[config.mk]
export PLATFORM = sky130hd
export DESIGN_NAME = ultrasonic_ranger
export DESIGN_NICKNAME = d
export VERILOG_FILES = /design/src/rtl/ultrasonic_ranger.sv
export SDC_FILE = /design/constraint.sdc
export NUM_CORES = 1
export LEC_CHECK = 0
export BUFFER_PORTS_ARGS = -buffer_cell sky130_fd_sc_hd__buf_2
export CAP_MARGIN = 20
export CELL_PAD_IN_SITES_DETAIL_PLACEMENT = 1
export CELL_PAD_IN_SITES_GLOBAL_PLACEMENT = 2
export CORE_MARGIN = 10
export CORE_UTILIZATION = 42
export DETAILED_ROUTE_END_ITERATION = 10
export PLACE_DENSITY = 0.9
export SYNTH_ARGS = -nofsm -noshare
export SYNTH_HDL_FRONTEND = slang
export SYNTH_SLANG_ARGS = --single-unit
[constraint.sdc]
create_clock -name clk -period 6.2 [get_ports clk]
set_input_delay 1.24 -clock clk [delete_from_list [all_inputs] [get_ports clk]]
set_output_delay 1.24 -clock clk [all_outputs]
set_load 0.02 [all_outputs]
[src/rtl/ultrasonic_ranger.sv]
// -----------------------------------------------------------------------------
// ultrasonic_ranger
//
// Periodic ranging controller for an HC-SR04 style ultrasonic sensor. It pulses
// the trigger, times the echo pulse, converts the high time into whole
// centimetres and publishes the result. A new ranging cycle starts every
// PERIOD_CYC clocks while en is high.
//
// Ports
//   clk        in   system clock, all logic on the rising edge
//   rst_n      in   asynchronous active-low reset
//   en         in   enables ranging; only looked at while idle
//   echo       in   raw asynchronous echo from the sensor
//   trig       out  registered sensor trigger pulse, TRIG_CYC clocks wide
//   dist_cm    out  last valid distance in cm (held between updates)
//   dist_valid out  one-cycle strobe when dist_cm has just been updated
//   timeout    out  the last cycle ended without a valid echo
//   busy       out  high whenever the controller is not idle
//   dbg_state  out  current FSM state, for debug and checkers
//
// dist_valid contract: dist_valid is a push-only strobe with no back-pressure.
// It is high for exactly one clock, in the same clock that dist_cm first shows
// the new value; the consumer must take it in that clock. dist_cm keeps its
// value until the next strobe (or reset).
//
// Assumes CYC_PER_CM >= 1, TRIG_CYC >= 1, TIMEOUT_CYC >= 1, PERIOD_CYC >= 2.
// -----------------------------------------------------------------------------
module ultrasonic_ranger #(
  parameter int unsigned TRIG_CYC    = 500,
  parameter int unsigned CYC_PER_CM  = 2900,
  parameter int unsigned TIMEOUT_CYC = 1_500_000,
  parameter int unsigned PERIOD_CYC  = 3_000_000,
  parameter int unsigned MAX_CM      = 400
) (
  input  logic       clk,
  input  logic       rst_n,
  input  logic       en,
  input  logic       echo,
  output logic       trig,
  output logic [8:0] dist_cm,
  output logic       dist_valid,
  output logic       timeout,
  output logic       busy,
  output logic [2:0] dbg_state
);

  typedef enum logic [2:0] {
    IDLE      = 3'd0,
    TRIG      = 3'd1,
    WAIT_ECHO = 3'd2,
    MEASURE   = 3'd3,
    HOLD      = 3'd4
  } state_t;

  // Fixed counter widths large enough for the default parameter maxima:
  // 22 bits covers 3_000_000, 12 bits covers 2899, 9 bits covers 400.
  localparam logic [21:0] TRIG_LAST   = 22'(TRIG_CYC - 1);
  localparam logic [21:0] TO_LAST     = 22'(TIMEOUT_CYC - 1);
  localparam logic [21:0] PERIOD_EXIT = 22'(PERIOD_CYC - 2);
  localparam logic [21:0] PERIOD_SAT  = '1;
  localparam logic [11:0] SUB_LAST    = 12'(CYC_PER_CM - 1);
  localparam logic [8:0]  CM_MAX      = 9'(MAX_CM);

  state_t      state;
  logic        echo_m;      // first synchroniser flop
  logic        echo_s;      // second synchroniser flop, the usable echo
  logic        echo_d;      // echo_s one clock earlier, for edge detection
  logic [1:0]  warm;        // clocks since reset release, saturates at 2
  logic [21:0] cnt;         // per-state timer (TRIG width / echo timeouts)
  logic [21:0] period_cnt;  // clocks since the current trigger started
  logic [11:0] sub_cnt;     // echo-high clocks within the current cm
  logic [8:0]  cm_cnt;      // whole centimetres accumulated so far

  logic echo_rise;
  assign echo_rise = echo_s & ~echo_d;

  assign dbg_state = state;

  // ---------------------------------------------------------------------------
  // Echo synchroniser plus one extra stage for rising-edge detection.
  // ---------------------------------------------------------------------------
  always_ff @(posedge clk or negedge rst_n) begin
    if (!rst_n) begin
      echo_m <= 1'b0;
      echo_s <= 1'b0;
      echo_d <= 1'b0;
    end else begin
      echo_m <= echo;
      echo_s <= echo_m;
      echo_d <= echo_s;
    end
  end

  // ---------------------------------------------------------------------------
  // Start-up guard. The synchroniser flops come out of reset at 0, so for the
  // first two clocks echo_s does not yet reflect the pin. Triggering is held
  // off until it does; otherwise a sensor whose echo is stuck high would still
  // get one trigger right after reset.
  // ---------------------------------------------------------------------------
  always_ff @(posedge clk or negedge rst_n) begin
    if (!rst_n) begin
      warm <= 2'd0;
    end else if (warm != 2'd2) begin
      warm <= warm + 2'd1;
    end
  end

  // ---------------------------------------------------------------------------
  // Ranging FSM. All outputs are registered here.
  // ---------------------------------------------------------------------------
  always_ff @(posedge clk or negedge rst_n) begin
    if (!rst_n) begin
      state      <= IDLE;
      trig       <= 1'b0;
      dist_cm    <= 9'd0;
      dist_valid <= 1'b0;
      timeout    <= 1'b0;
      busy       <= 1'b0;
      cnt        <= 22'd0;
      period_cnt <= 22'd0;
      sub_cnt    <= 12'd0;
      cm_cnt     <= 9'd0;
    end else begin
      dist_valid <= 1'b0;

      // The period counter runs freely and is restarted on each trigger; it
      // saturates so an idle controller never wraps it.
      if (period_cnt != PERIOD_SAT) begin
        period_cnt <= period_cnt + 22'd1;
      end

      case (state)
        IDLE: begin
          if (warm == 2'd2 && en && !echo_s) begin
            state      <= TRIG;
            trig       <= 1'b1;
            busy       <= 1'b1;
            cnt        <= 22'd0;
            period_cnt <= 22'd0;
          end
        end

        TRIG: begin
          if (cnt == TRIG_LAST) begin
            state <= WAIT_ECHO;
            trig  <= 1'b0;
            cnt   <= 22'd0;
          end else begin
            cnt <= cnt + 22'd1;
          end
        end

        WAIT_ECHO: begin
          if (echo_rise) begin
            // The clock in which the rising edge is seen is already an
            // echo-high clock, so it is counted here; otherwise every
            // reading would come out one clock short.
            state <= MEASURE;
            cnt   <= 22'd0;
            if (SUB_LAST == 12'd0) begin
              sub_cnt <= 12'd0;
              cm_cnt  <= (CM_MAX != 9'd0) ? 9'd1 : 9'd0;
            end else begin
              sub_cnt <= 12'd1;
              cm_cnt  <= 9'd0;
            end
          end else if (cnt == TO_LAST) begin
            state   <= HOLD;
            timeout <= 1'b1;
          end else begin
            cnt <= cnt + 22'd1;
          end
        end

        MEASURE: begin
          if (!echo_s) begin
            // Falling edge: publish the truncated cm count.
            state      <= HOLD;
            dist_cm    <= cm_cnt;
            dist_valid <= 1'b1;
            timeout    <= 1'b0;
          end else if (cnt == TO_LAST) begin
            // Echo too long: give up, keep the previous distance.
            state   <= HOLD;
            timeout <= 1'b1;
          end else begin
            cnt <= cnt + 22'd1;
            if (sub_cnt == SUB_LAST) begin
              sub_cnt <= 12'd0;
              if (cm_cnt < CM_MAX) begin
                cm_cnt <= cm_cnt + 9'd1;
              end
            end else begin
              sub_cnt <= sub_cnt + 12'd1;
            end
          end
        end

        HOLD: begin
          // Leaving when the counter is at PERIOD_CYC-2 puts IDLE in the clock
          // where it reads PERIOD_CYC-1, so the next trigger rises exactly
          // PERIOD_CYC clocks after the previous one. The >= lets a cycle that
          // overran the period (both timeouts back to back) return at once.
          if (period_cnt >= PERIOD_EXIT) begin
            state <= IDLE;
            busy  <= 1'b0;
          end
        end

        default: begin
          state <= IDLE;
          trig  <= 1'b0;
          busy  <= 1'b0;
        end
      endcase
    end
  end

endmodule

==> flow_summary.toml, run 1 <==
[run_status]
status = "complete, no violations"

[finish]
number_of_antenna_repair_diodes = 0
area_delta_synth_final_pct = 8.98
layout_common_cells = "sky130_fd_sc_hd__dfrtp_1, sky130_fd_sc_hd__nor2_1, sky130_fd_sc_hd__o21ai_0"
final.fill_count = 1284
final_cells = 663
design.final.nets = 529
share_of_post_route_cells_with_drive_strength_above_1_pct = 11.9
final_common_cell = "sky130_fd_sc_hd__dfrtp_1"

[logic_synthesis]
synth_cells = 503
yosysSeqAreaShare_pct = 46.1
ys.flop_type = "sky130_fd_sc_hd__dfrtp_1"
netlist_area_sq_um = 4670
yosys.area.top_type = "sky130_fd_sc_hd__dfrtp_1"
synthesis.area_per_instance_sq_um = 9.28
synthDistinctLibCells = 62
ys_seq_elements = 86
postSynthNetCount = 513
synth_edf_count = 0
ys.warnings.count = 0
biggest_area_contributors_in_the_synthesized_netlist = "sky130_fd_sc_hd__dfrtp_1, sky130_fd_sc_hd__o21ai_0, sky130_fd_sc_hd__nor2_1, sky130_fd_sc_hd__a21oi_1, sky130_fd_sc_hd__nand2_1"
asyncSetResetFlopFracSynth_pct = 100
post_synth_top_area_share_pct = 46.1

[setup_path]
path_delay_family = "flip-flops"
worstPathMaxFanout = 16
timing.setup.critical_path_class = "reg2out"
critical_path_start_type = "flop"
crit_slowest_cell = "sky130_fd_sc_hd__dfrtp_1"
max_stage_delay_ns = 0.69
worstPathCellList = "buf_2"
timing.critical_path.arrival_ns = 1.33
register_to_register_setup_slack_ns = 3.73
cp_data_required_time_ns = 4.96
endpoint_kind = "primary output"
critical_path.n_buffers_inverters = 1

[sta]
max_slew.worst_pin.slew_ns = 1.02
post_route_setup_tns_ns = 0
rsz0062_at_grt = "false"
timing.final.crit_share_pct = 41.4
timing.hold.ws_ns = 0.393
achievable-frequency_mhz = 390
number_of_pins_exceeding_their_max_slew_limit_in_the_final_report = 0
hold_violations = 0
finalWorstPathRequiredPeriod_ns = 2.57
clock-skew-final_ns = 0.0109
setup_viol = 0
timing.slew.headroom_pct = 31.2

[route]
detail_route.wirelength.met1_um = 5830
vias = 3940
route.antenna.remaining_nets = 0
top_layer_used = "met4"
detail_route.wl_per_cell_um = 18.6
drt-vias-per-instance = 5.94
drt-initial-drc-count = 242
met3WireLength_um = 366
route.met2.wl_um = 6020
route.final.wire_length_um = 12300
drcViolationCount = 0
firstDrtPassIters = 4

[floorplan]
placeableCoreArea_sq_um = 10800
die_x_um = 125
die_span_y_um = 125
num_rows = 38
num_io_pins = 20
floorplan.die_area_sq_um = 15700
initial_utilization_pct = 43.0

[cts]
cts_inserted_buffers = 9
cts.clk_slew.worst_paths_ns = 0.09
cts_tree = "yes"
cts_post_setup_buffers_inserted = 0
postCtsResizedCells = 0
clock_path_buffers = 2
clock_sinks = 86
hold_buffers = 0
cts_htree_levels = 3
ctsRootBufferMaster = "sky130_fd_sc_hd__clkbuf_8"
clk_latency_ns = 0.37

[placement]
dp.cells = 647
place.detailed.hpwl_um = 8550
gp_congestion = 0.859
port-buffer-count = 19

[flow_run]
cap_viol_max_count = 0

[grt]
grt_remaining_overflow = 0
grt_max_degree = 87
grt_use_total_pct = 16.0
first_global_vias = 4166
grt_pass1_wl_um = 21500
grt_antenna_before_repair = 0

[pwr]
maximum_resistive_drop_on_vdd_mv = 0.108
leakage_nw = 2.18
pwr_density_nw_per_um2 = 187

[worst_hold_path]
hold_crit_class = "reg2reg"
==> sequential cells by signal (all words and copies together), names as in the netlist <==
register    count
echo_m          1
dbg_state       3
busy            1
sub_cnt        12
timeout         1
trig            1
cnt            22
echo_s          1
echo_d          1
cm_cnt          9
period_cnt     22
dist_valid      1
warm            2
dist_cm         9
==> stage by stage <==
| step | util (%) | worst slack (ns) | power (mW) | cell area (sq um) |
|---|---|---|---|---|
| 6_report | 46.9 | 3.63 | 0.949 | 5080 |
| 5_1_grt | 46.9 | 3.41 | 0.984 | 5080 |
| 4_1_cts | 46.7 | 3.60 | 0.957 | 5060 |
| 3_5_place_dp | 45.0 | 3.49 | 0.588 | 4880 |
| 3_3_place_gp | 45.0 | 3.57 | 0.588 | 4880 |
| 2_1_floorplan | - | 3.65 | 0.575 | 4670 |
==> kinds of logic (layout without fill, tap and decap cells) <==
group / Yosys count / count (layout) / share of synthesized area (%)
simple gates: 219 / 219 / 25.4
compound gates: 133 / 133 / 18.2
flops: 86 / 86 / 46.1
buf+inv: 31 / 51 / 2.95
xor+xnor: 19 / 19 / 3.57
mux: 9 / 9 / 2.17
fa+ha+maj: 6 / 6 / 1.61
==> synthesized netlist by cell type, drive strengths merged, types with 2 or more instances <==
library cell / number
nand2: 41
or3: 9
nand3: 30
xnor2: 11
a211o: 2
o31ai: 7
nor4: 11
and2: 6
nor2: 53
a211oi: 3
nand2b: 9
o311ai: 2
ha: 6
inv: 13
a21o: 4
nor3b: 3
clkbuf: 12
nand4: 12
mux2: 9
nor2b: 5
and4: 6
o41ai: 2
a21oi: 32
nor3: 8
a31oi: 10
a32o: 5
buf: 6
xor2: 8
and3: 17
o21ai: 49
dfrtp: 86
or4: 2
a41oi: 6
==> report_power, final <==
| group | switching (mW) | internal [mW] |
|---|---|---|
| registers | 0.00121 | 0.561 |
| clock network | 0.215 | 0.157 |
| logic | 0.0120 | 0.00336 |
| total | 0.228 | 0.721 |
==> area by class of cell <==
type                    instances  area, sq um  share of cell area [%]
inverters                      13         48.8                   0.960
repair buffers                 23          148                    2.90
multi-input cells             386         2390                    46.9
flip-flops and latches         86         2150                    42.3
well taps                     140          175                    3.44
clock inverters                 4         32.5                   0.640
clock buffers                  11          141                    2.78
==> path summary, 6_finish.rpt <==
path,end,from,cells past startpoint
setup / recovery,dbg_state[2],dbg_state[2],1
max in group asynchronous,cnt[8],rst_n,2
min in group asynchronous,cm_cnt[3],rst_n,1
setup reg to reg,cnt[14],cnt[0],6
hold / removal,echo_s,echo_m,0
hold reg to reg,echo_s,echo_m,0
==> metal layers <==
layer / global-route usage, % / vias up
met1: 20.9 / 2004
met2: 26.2 / 44
met5: 0 / -
met3: 2.58 / 7
met4: 5.96 / 0
li1: - / 1885
Note: power is estimated with default switching activity, not from simulation.
==> inputs of run 2 (changes only) <==
--- a/config.mk
+++ b/config.mk
@@ -10,9 +10,9 @@
 export CELL_PAD_IN_SITES_DETAIL_PLACEMENT = 1
 export CELL_PAD_IN_SITES_GLOBAL_PLACEMENT = 2
 export CORE_MARGIN = 10
-export CORE_UTILIZATION = 42
+export CORE_UTILIZATION = 39
 export DETAILED_ROUTE_END_ITERATION = 10
-export PLACE_DENSITY = 0.9
+export PLACE_DENSITY = 0.85
 export SYNTH_ARGS = -nofsm -noshare
 export SYNTH_HDL_FRONTEND = slang
 export SYNTH_SLANG_ARGS = --single-unit
==> constraint.sdc (replaced) <==
create_clock -name clk -period 2.5 [get_ports clk]
set_input_delay 0.5 -clock clk [delete_from_list [all_inputs] [get_ports clk]]
set_output_delay 0.5 -clock clk [all_outputs]
set_load 0.02 [all_outputs]
==> run 2 against run 1 <==
  * Sequential share of layout area down 2.1 points
  * Core utilization down 0.62 points
  * Die area up 6.4%
  * Worst setup slack worse by 3.5 ns
  * Clock skew down 0.0011 ns
  * Largest cell class unchanged
  * Non-clock buffer count up 16
  * Power rose to 3.0 times the previous value
  * Combinational power rose to 2.5 times the previous value
  * Highest routed layer unchanged
  * Register-to-register slack worse by 3.6 ns
  * Count of clock-buffer cells in the layout down 2
==> flow_summary.toml, run 2 (synthesized netlist as in run 1, its figures left out) <==
[worst_hold_path]
hold_crit_class = "in2async"

[setup_path]
crit_path_depth = 7
critical_path_start_type = "flop"
r2r-end = "cm_cnt[6]"
cp_data_required_time_ns = 2.75
cp-startpoint = "sub_cnt[0]"
crit_slowest_cell = "sky130_fd_sc_hd__or4b_4"
worst_r2r_path_depth = 7
endpoint_kind = "flop"
worstReg2RegStart = "sub_cnt[0]"
max_stage_delay_ns = 0.49
timing.critical_path.arrival_ns = 2.59
timing.setup.critical_path_class = "reg2reg"
worstPathCellList = "ha_1, or4b_4, nor4_4, o311ai_4, a21oi_1, xnor2_1, nor2_1"
critical_path.n_buffers_inverters = 0
worstPathMaxFanout = 9
cp-endpoint = "cm_cnt[6]"
register_to_register_setup_slack_ns = 0.15
path_delay_family = "simple AND/OR/NAND/NOR gates"

[floorplan]
die_x_um = 129
num_rows = 39
initial_utilization_pct = 40.3
die_span_y_um = 129
placeableCoreArea_sq_um = 11600
floorplan.die_area_sq_um = 16700
num_io_pins = 20

[finish]
final_common_cell = "sky130_fd_sc_hd__dfrtp_1"
final.fill_count = 1319
reg_top3 = "cnt (22), period_cnt (22), sub_cnt (12)"
share_of_post_route_cells_with_drive_strength_above_1_pct = 15.0
fin_util_pct = 46.3
layout_common_cells = "sky130_fd_sc_hd__dfrtp_1, sky130_fd_sc_hd__nor2_1, sky130_fd_sc_hd__o21ai_0"
number_of_antenna_repair_diodes = 0
area_delta_synth_final_pct = 14.7
design.final.nets = 545

[sta]
finalWorstPathRequiredPeriod_ns = 2.35
clock-skew-final_ns = 0.00980
max_slew.worst_pin.slew_ns = 0.577
hold_violations = 0
post_route_setup_tns_ns = 0
achievable-frequency_mhz = 426
timing.final.crit_share_pct = 93.9
number_of_pins_exceeding_their_max_slew_limit_in_the_final_report = 0
timing.slew.headroom_pct = 61.6
post-route-worst-setup-slack_ns = 0.152
rsz0062_at_grt = "false"
setup_viol = 0

[grt]
grt_max_degree = 43
grt.met1_usage_pct = 20.3
grt_use_total_pct = 16.0
grt_remaining_overflow = 0
grt_pass1_wl_um = 21700
grt_antenna_before_repair = 0
met2_global_route_usage_pct = 26.8
busiest_layer = "met2"
met3_usage_pct = 2.49
first_global_vias = 4202

[placement]
port-buffer-count = 19
place.detailed.hpwl_um = 8900
post-place-ws_ns = 0.136
gp_congestion = 0.800

[cts]
cts_htree_levels = 3
ctsRootBufferMaster = "sky130_fd_sc_hd__clkbuf_16"
cts_inserted_buffers = 9
cts_post_setup_buffers_inserted = 0
clk_latency_ns = 0.35
cts_tree = "yes"
cts.clk_slew.worst_paths_ns = 0.07
clock_path_buffers = 2
clock_sinks = 86

[route]
drt-initial-drc-count = 256
drt-vias-per-instance = 5.94
vias = 4057
route.antenna.remaining_nets = 0
firstDrtPassIters = 4
detail_route.wl_per_cell_um = 18.7
drcViolationCount = 0
route.final.wire_length_um = 12800

[pwr]
maximum_resistive_drop_on_vdd_mv = 0.236
leakage_nw = 2.33
design_power_total_mw = 2.84
pwr_density_nw_per_um2 = 531

[run_status]
status = "complete, no violations"

[flow_run]
cap_viol_max_count = 0
[run 2: changes by cell type in the layout (fill, tap and decap cells not counted), sizes merged]
cell      previous run  this run
bufinv               0         1
clkinv               1         2
clkinvlp             2         1
buf                 23        39
inv                 14        16
clkbuf              11         9
[run 2: where the power goes]
part	total [mW]	internal, mW	switching (mW)
combinational	0.0389	0.00802	0.0308
clock	1.41	0.789	0.621
sequential	1.40	1.39	0.00295
total	2.84	2.19	0.655
[run 2: routing by layer]
layer | part of all wire, % | vias up
met2 | 48 | 55
met1 | 47 | 2067
met3 | 3.3 | 13
li1 | - | 1922
met5 | 0 | -
met4 | 1.8 | 0
[run 2: final cells by class]
| class | count | area, sq um | share of cell area, % |
|---|---|---|---|
| Multi-Input combinational cell | 386 | 2390 | 44.7 |
| Sequential cell | 86 | 2150 | 40.2 |
| Timing Repair Buffer | 39 | 273 | 5.10 |
| Clock buffer | 9 | 225 | 4.21 |
| Tap cell | 143 | 179 | 3.34 |
| Clock inverter | 7 | 80.1 | 1.50 |
| Inverter | 13 | 48.8 | 0.912 |
[run 2: worst reg2reg max path: cells and delay by family, from the launching register on]
family | cells | cell delay [ns]
compound gates | 2 | 0.53
xor+xnor | 1 | 0.15
fa+ha+maj | 1 | 0.25
flops | 1 | 0.38
simple gates | 3 | 0.94
[run 2: timing repair]
item,in CTS,in global routing
hold buffers,0,0
resized for setup,0,2
endpoints found under the setup margin,0,4
[run 2: how the worst min path moves through the flow]
stage | start | to | slack [ns]
final | rst_n | dist_cm[7] | 0.13
after global routing | rst_n | dist_cm[7] | 0.18
after CTS | rst_n | cm_cnt[7] | 0.16
after detailed placement | echo_m | echo_s | 0.34
after global placement | echo_m | echo_s | 0.33
after floorplan | rst_n | busy | 0.20
[run 2: through the flow]
step / cell area (sq um) / hold WS, ns / cells
3_3_place_gp: 5040 / 0.335 / 667
4_1_cts: 5350 / 0.156 / 683
3_5_place_dp: 5040 / 0.337 / 667
2_1_floorplan: 4670 / 0.204 / 503
6_report: 5350 / 0.134 / 683
5_1_grt: 5350 / 0.176 / 683
